==> src/rtl/uart_pkg.sv <==
// Shared UART definitions: the oversample factor, the TX/RX state encodings
// and the parity helper.
package uart_pkg;

    localparam int OVERSAMPLE = 16;
    localparam int TICK_W     = $clog2(OVERSAMPLE);

    typedef enum logic [2:0] {
        TX_IDLE,
        TX_START,
        TX_DATA,
        TX_PARITY,
        TX_STOP
    } tx_state_t;

    typedef enum logic [2:0] {
        RX_IDLE,
        RX_START,
        RX_DATA,
        RX_PARITY,
        RX_STOP
    } rx_state_t;

    // even = 1 means the frame's total count of ones, parity bit included, is even
    function automatic logic parity_bit(input logic data_xor, input logic even);
        return even ? data_xor : ~data_xor;
    endfunction

endpackage

==> src/rtl/uart_baud_gen.sv <==
// Oversample tick divider: o_tick pulses one clock every SYS_CLK/(BAUD_RATE*16) clocks.
// A low i_en freezes the count, so the tick phase survives a pause.
module uart_baud_gen
    import uart_pkg::*;
#(
    parameter int SYS_CLK   = 100_000_000,
    parameter int BAUD_RATE = 9600
) (
    input  logic i_clk,
    input  logic i_rst,
    input  logic i_en,
    output logic o_tick
);

    localparam int DIV_RAW = SYS_CLK / (BAUD_RATE * OVERSAMPLE);
    localparam int DIV     = (DIV_RAW < 1) ? 1 : DIV_RAW;
    localparam int CNT_W   = (DIV > 1) ? $clog2(DIV) : 1;
    localparam logic [CNT_W-1:0] CNT_LAST = CNT_W'(DIV - 1);

    logic [CNT_W-1:0] r_cnt;
    logic             w_wrap;

    assign w_wrap = (r_cnt == CNT_LAST);
    assign o_tick = i_en & w_wrap;

    always_ff @(posedge i_clk or posedge i_rst) begin
        if (i_rst) begin
            r_cnt <= '0;
        end else if (i_en) begin
            r_cnt <= w_wrap ? '0 : r_cnt + CNT_W'(1);
        end
    end

endmodule

==> src/rtl/uart_top_module.sv <==
// Full-duplex UART: one shared 16x tick, independent TX and RX state machines.
// Parity bits are supported only when UART_PARITY_EN is defined.
module uart_top_module
    import uart_pkg::*;
#(
    parameter int SYS_CLK    = 100_000_000,
    parameter int BAUD_RATE  = 9600,
    parameter int DATA_WIDTH = 8
) (
    input  logic                  clk,
    input  logic                  rst,
    input  logic                  tx_en,
    input  logic                  baud_gen_en,
    input  logic                  parity_en,
    input  logic                  odd_r_even_parity,
    input  logic                  rx,
    input  logic [DATA_WIDTH-1:0] data_in,
    output logic                  tx,
    output logic                  busy,
    output logic                  done,
    output logic                  framing_error,
    output logic                  parity_error,
    output logic [DATA_WIDTH-1:0] data_out
);

`ifdef UART_PARITY_EN
    localparam bit PARITY_BUILD = 1'b1;
`else
    localparam bit PARITY_BUILD = 1'b0;
`endif

    localparam int BIT_W = (DATA_WIDTH > 1) ? $clog2(DATA_WIDTH) : 1;
    localparam logic [BIT_W-1:0]      LAST_BIT  = BIT_W'(DATA_WIDTH - 1);
    localparam logic [TICK_W-1:0]     LAST_TICK = TICK_W'(OVERSAMPLE - 1);
    localparam logic [TICK_W-1:0]     HALF_TICK = TICK_W'(OVERSAMPLE / 2 - 1);
    localparam logic [DATA_WIDTH-1:0] MSB_MASK  = DATA_WIDTH'(1) << (DATA_WIDTH - 1);

    logic w_tick;
    logic w_par_en;

    assign w_par_en = parity_en & PARITY_BUILD;

    uart_baud_gen #(
        .SYS_CLK   (SYS_CLK),
        .BAUD_RATE (BAUD_RATE)
    ) u_baud_gen (
        .i_clk  (clk),
        .i_rst  (rst),
        .i_en   (baud_gen_en),
        .o_tick (w_tick)
    );

    tx_state_t             r_tx_state;
    logic [TICK_W-1:0]     r_tx_tick;
    logic [BIT_W-1:0]      r_tx_bit;
    logic [DATA_WIDTH-1:0] r_tx_shift;
    logic                  r_tx_par_en;
    logic                  r_tx_par_bit;
    logic                  r_tx;
    logic                  r_busy;
    logic                  r_tx_idle_ok;
    logic                  w_tx_bit_end;
    logic [DATA_WIDTH-1:0] w_tx_shift_nx;

    assign w_tx_bit_end  = w_tick && (r_tx_tick == LAST_TICK);
    assign w_tx_shift_nx = r_tx_shift >> 1;
    assign tx            = r_tx;
    assign busy          = r_busy;

    // r_tx_idle_ok forces at least one tick of idle line between back-to-back frames
    always_ff @(posedge clk or posedge rst) begin
        if (rst) begin
            r_tx_state   <= TX_IDLE;
            r_tx_tick    <= '0;
            r_tx_bit     <= '0;
            r_tx_shift   <= '0;
            r_tx_par_en  <= 1'b0;
            r_tx_par_bit <= 1'b0;
            r_tx         <= 1'b1;
            r_busy       <= 1'b0;
            r_tx_idle_ok <= 1'b1;
        end else begin
            if (w_tick && r_tx_state != TX_IDLE) begin
                r_tx_tick <= r_tx_tick + TICK_W'(1);
            end
            case (r_tx_state)
                TX_IDLE: begin
                    if (w_tick) begin
                        r_tx_idle_ok <= 1'b1;
                    end
                    if (tx_en && baud_gen_en && r_tx_idle_ok) begin
                        r_tx_state   <= TX_START;
                        r_tx_shift   <= data_in;
                        r_tx_par_en  <= w_par_en;
                        r_tx_par_bit <= parity_bit(^data_in, odd_r_even_parity);
                        r_tx_tick    <= '0;
                        r_tx_bit     <= '0;
                        r_tx         <= 1'b0;
                        r_busy       <= 1'b1;
                        r_tx_idle_ok <= 1'b0;
                    end
                end
                TX_START: begin
                    if (w_tx_bit_end) begin
                        r_tx_state <= TX_DATA;
                        r_tx       <= r_tx_shift[0];
                    end
                end
                TX_DATA: begin
                    if (w_tx_bit_end) begin
                        if (r_tx_bit == LAST_BIT) begin
                            r_tx_bit <= '0;
                            if (r_tx_par_en) begin
                                r_tx_state <= TX_PARITY;
                                r_tx       <= r_tx_par_bit;
                            end else begin
                                r_tx_state <= TX_STOP;
                                r_tx       <= 1'b1;
                            end
                        end else begin
                            r_tx_bit   <= r_tx_bit + BIT_W'(1);
                            r_tx_shift <= w_tx_shift_nx;
                            r_tx       <= w_tx_shift_nx[0];
                        end
                    end
                end
                TX_PARITY: begin
                    if (w_tx_bit_end) begin
                        r_tx_state <= TX_STOP;
                        r_tx       <= 1'b1;
                    end
                end
                TX_STOP: begin
                    if (w_tx_bit_end) begin
                        r_tx_state <= TX_IDLE;
                        r_busy     <= 1'b0;
                    end
                end
                default: r_tx_state <= TX_IDLE;
            endcase
        end
    end

    logic                  r_rx_meta;
    logic                  r_rx_sync;
    rx_state_t             r_rx_state;
    logic [TICK_W-1:0]     r_rx_tick;
    logic [BIT_W-1:0]      r_rx_bit;
    logic [DATA_WIDTH-1:0] r_rx_shift;
    logic                  r_rx_par_en;
    logic                  r_rx_par_even;
    logic                  r_rx_par_bit;
    logic                  r_done;
    logic [DATA_WIDTH-1:0] r_data_out;
    logic                  r_framing_error;
    logic                  r_parity_error;
    logic                  w_rx_bit_end;
    logic                  w_rx_par_exp;
    logic [DATA_WIDTH-1:0] w_rx_shift_nx;

    assign w_rx_bit_end  = w_tick && (r_rx_tick == LAST_TICK);
    assign w_rx_par_exp  = parity_bit(^r_rx_shift, r_rx_par_even);
    assign w_rx_shift_nx = (r_rx_shift >> 1) | (r_rx_sync ? MSB_MASK : '0);

    assign done          = r_done;
    assign data_out      = r_data_out;
    assign framing_error = r_framing_error;
    assign parity_error  = r_parity_error;

    always_ff @(posedge clk or posedge rst) begin
        if (rst) begin
            r_rx_meta <= 1'b1;
            r_rx_sync <= 1'b1;
        end else begin
            r_rx_meta <= rx;
            r_rx_sync <= r_rx_meta;
        end
    end

    // START counts half a bit so every later sample lands at bit centre
    always_ff @(posedge clk or posedge rst) begin
        if (rst) begin
            r_rx_state      <= RX_IDLE;
            r_rx_tick       <= '0;
            r_rx_bit        <= '0;
            r_rx_shift      <= '0;
            r_rx_par_en     <= 1'b0;
            r_rx_par_even   <= 1'b0;
            r_rx_par_bit    <= 1'b0;
            r_done          <= 1'b0;
            r_data_out      <= '0;
            r_framing_error <= 1'b0;
            r_parity_error  <= 1'b0;
        end else begin
            r_done <= 1'b0;
            if (w_tick && r_rx_state != RX_IDLE) begin
                r_rx_tick <= r_rx_tick + TICK_W'(1);
            end
            case (r_rx_state)
                RX_IDLE: begin
                    if (w_tick && !r_rx_sync) begin
                        r_rx_state    <= RX_START;
                        r_rx_tick     <= '0;
                        r_rx_bit      <= '0;
                        r_rx_par_en   <= w_par_en;
                        r_rx_par_even <= odd_r_even_parity;
                    end
                end
                RX_START: begin
                    if (w_tick && r_rx_tick == HALF_TICK) begin
                        r_rx_tick  <= '0;
                        r_rx_state <= r_rx_sync ? RX_IDLE : RX_DATA;
                    end
                end
                RX_DATA: begin
                    if (w_rx_bit_end) begin
                        r_rx_shift <= w_rx_shift_nx;
                        if (r_rx_bit == LAST_BIT) begin
                            r_rx_bit   <= '0;
                            r_rx_state <= r_rx_par_en ? RX_PARITY : RX_STOP;
                        end else begin
                            r_rx_bit <= r_rx_bit + BIT_W'(1);
                        end
                    end
                end
                RX_PARITY: begin
                    if (w_rx_bit_end) begin
                        r_rx_par_bit <= r_rx_sync;
                        r_rx_state   <= RX_STOP;
                    end
                end
                RX_STOP: begin
                    if (w_rx_bit_end) begin
                        r_data_out      <= r_rx_shift;
                        r_framing_error <= ~r_rx_sync;
                        r_parity_error  <= r_rx_par_en & (r_rx_par_bit ^ w_rx_par_exp);
                        r_done          <= 1'b1;
                        r_rx_state      <= RX_IDLE;
                    end
                end
                default: r_rx_state <= RX_IDLE;
            endcase
        end
    end

endmodule

==> config.mk <==
export PLATFORM = sky130hd
export DESIGN_NAME = uart_top_module
export DESIGN_NICKNAME = d
export VERILOG_FILES = /design/src/rtl/uart_pkg.sv /design/src/rtl/uart_baud_gen.sv /design/src/rtl/uart_top_module.sv
export SDC_FILE = /design/constraint.sdc
export NUM_CORES = 1
export LEC_CHECK = 0
export ABC_CLOCK_PERIOD_IN_PS = 4250
export BUFFER_PORTS_ARGS = -buffer_cell sky130_fd_sc_hd__clkbuf_2
export CAP_MARGIN = 20
export CORE_MARGIN = 4
export CORE_UTILIZATION = 35
export CTS_BUF_LIST = sky130_fd_sc_hd__clkbuf_4
export DETAILED_ROUTE_END_ITERATION = 10
export SYNTH_ARGS = -nofsm -noshare
export SYNTH_HDL_FRONTEND = slang
export SYNTH_SLANG_ARGS = --single-unit
==> constraint.sdc <==
create_clock -name clk -period 4.25 [get_ports clk]
set_input_delay 0.6375 -clock clk [delete_from_list [all_inputs] [get_ports clk]]
set_output_delay 0.6375 -clock clk [all_outputs]
set_load 0.02 [all_outputs]
==> reports/results.ini <==
[power]
ir_drop_mv=0.1282
p_int_uw=835.9
p_leak_uw=0.001620
pwr-share-clk_pct=34.0
power.total_uw=1162
sw_frac_of_total_pct=28.07
seq_power_share_pct=57.2
combPwrFrac_pct=8.8
p_sw_uw=326.2
powerDensity_nw_per_um2=351.9

[final_layout]
nFillCells=824
fin_nets=319
final_util_pct=40.19
area_growth_pct=11.35
drive_gt1_share_pct=23.92
antenna_cells=0

[synthesis]
yosys_warnings=0
syn-num-nets=295
synth_most_common_cell=dfrtp_1
seq_area_frac_synth_pct=51.65
async_reset_ff_share_pct=100.0
synth_seq_cells=61
synth_top_area_share_pct=48.10
yosys-top-cells-count=dfrtp_1, nor2_1, o21ai_0
synthTopCellsByArea=dfrtp_1, mux2_4, o21ai_0
synth_edf_count=0
ys.flop_type=dfrtp_1
yosys.area.top_type=dfrtp_1
avgSynthCellArea_um2=10.90
syn_area_um2=2965
syn_inst=272
synth_cell_types=53

[sta]
relSlewSlack_pct=53.56
fmax_mhz=375.6
final_hold_viol_count=0
skew_ns=0.007653
tightest_slew_ns=0.6920
slew_viol_final=0
setup_viol=0
fin_crit_sh_pct=62.65
post-route-min-period_ns=2.662
rsz0062_at_grt=false
fin_setup_tns_ns=0
holdWs_ns=0.2441

[routing]
wl_per_cell_um=13.40
vias=2082
drc_errors=0
wl_um=5439
drt_first_pass_iters=4
via_per_inst=5.128
drtIter0Drc=83
antenna_left=0

[worst_setup_path]
reg2regPathDepth=6
r2r-start=u_baud_gen.r_cnt[0]$_DFFE_PP0P_
worst_setup_path_end_kind=register
worstPathRequired_ns=4.54
crit_type=reg -> reg
timing.reg2reg.setup_slack_ns=1.59
path_max_fanout=13
r2r_end=r_rx_shift[2]$_DFFE_PP0P_
critical_path_arrival_ns=2.95
startpoint_type=register

[global_route]
grt_pass1_vias=1984
use_met2_pct=17.09
grt-ovfl-total=0
use_met1_pct=16.40
grt_pass1_wl_um=9411
antenna_found_initial=0
grt.total_usage_pct=11.79
grt_start_max_net_pins=37
use_met3_pct=2.710
top_usage_layer=met2

[die]
io_pins=28
fp.dieW_um=100.0
rows=33
die_h_um=100.0
coreArea_um2=8217
dieArea_um2=10010
initial_core_util_pct=36.09

[cts]
postCtsSetupBuffers=0
cts_sinks=61
cts.hold.buffers_added=0
htreeDepth=3
clkTransAtPathRegs_ns=0.10
clockBufferDepth=2
worstSkewPairLatency_ns=0.40
cts_tree=done
clockRootBuffer=clkbuf_4
cts_resized=0
numCtsBuffers=9

[placement]
port_buffers=24
gp_congestion=0.8071
dp_hpwl_um=3706

[flow_run]
maxCapViolations=0

[run_status]
outcome=finished, final reports clean

[min_path]
hp-class=in -> async

## flip-flops by register name, summed over array words and instances (netlist names), 3 cells and up
name	cells
data_out	8
r_rx_tick	4
r_tx_shift	8
r_tx_state	3
r_rx_shift	8
r_rx_bit	3
r_tx_tick	4
u_baud_gen.r_cnt	10
r_rx_state	3
r_tx_bit	3
## area by class of cell
type | instances | area [um2] | share of cell area (%)
Clock buffer | 9 | 67.56 | 2.046
Clock inverter | 7 | 66.31 | 2.008
Inverter | 10 | 37.54 | 1.137
Multi-Input combinational cell | 188 | 1333 | 40.36
Sequential cell | 61 | 1531 | 46.38
Tap cell | 105 | 131.4 | 3.979
Timing Repair Buffer | 26 | 135.1 | 4.092
## cell families (layout without fill, tap and decap cells)
logic type | after synthesis | in the layout | synth area share, %
flip-flops | 61 | 61 | 51.65
other | 1 | 1 | 0.1265
multiplexers | 21 | 21 | 8.819
XOR/XNOR | 9 | 9 | 2.658
AO/OA/AOI/OAI | 57 | 57 | 12.49
buffers and inverters | 23 | 52 | 3.418
adder cells (fa/ha/maj) | 8 | 8 | 3.376
AND/OR/NAND/NOR | 92 | 92 | 17.47
## worst max-delay path, stage by stage (launching register included)
cell     delay, ns
dfrtp_1       0.44
inv_1         0.08
ha_1          0.15
nor2b_1       0.43
and3_2        0.45
nand4_1       0.54
mux2_2        0.47
## worst max path at each step
stage,to,startpoint,cells after the start,slack (ns)
after global routing,r_rx_shift[6]$_DFFE_PP0P_,u_baud_gen.r_cnt[0]$_DFFE_PP0P_,6,1.38
final,r_rx_shift[2]$_DFFE_PP0P_,u_baud_gen.r_cnt[0]$_DFFE_PP0P_,6,1.59
after CTS,r_rx_shift[6]$_DFFE_PP0P_,u_baud_gen.r_cnt[0]$_DFFE_PP0P_,6,1.56
after floorplan,data_out[0]$_DFFE_PP0P_,baud_gen_en,7,2.04
after detailed placement,r_rx_shift[2]$_DFFE_PP0P_,baud_gen_en,5,1.49
after global placement,r_rx_bit[2]$_DFFE_PP0P_,baud_gen_en,5,1.51
## cell usage in the layout, fill, tap and decap left out, drive strengths merged, types with 4 or more instances in the layout
master   count
a21oi        9
nor2        25
xnor2        5
clkbuf      33
and3         8
nand3        9
xor2         4
mux2i        4
ha           8
o21ai       24
inv         10
nand4        8
dfrtp       57
nand2       16
a2bb2oi      6
dfstp        4
a32o         5
or3          4
mux2        17
## metrics by stage
step / area (um2) / cells / setup slack, ns
final: 3302 / 406 / 1.588
after global routing: 3302 / 406 / 1.384
after CTS: 3302 / 406 / 1.562
after detailed placement: 3168 / 390 / 1.486
after global placement: 3168 / 390 / 1.511
after floorplan: 2965 / 272 / 2.043
## layer usage
metal	vias to the layer above	routed length (um)
li1	1027	-
met1	1020	2744
met2	26	2403
met3	9	191
met4	0	100
met5	-	0
## power by group through the flow
| stage | clock network [uW] | registers [uW] | logic [uW] |
|---|---|---|---|
| 6_report | 396 | 664 | 102 |
| 5_1_grt | 437 | 673 | 126 |
| 4_1_cts | 415 | 665 | 106 |
| 3_5_place_dp | 0 | 677 | 105 |
| 3_3_place_gp | 0 | 675 | 103 |
| 2_1_floorplan | 0 | 666 | 85.9 |
Note: power is estimated with default switching activity, not from simulation.
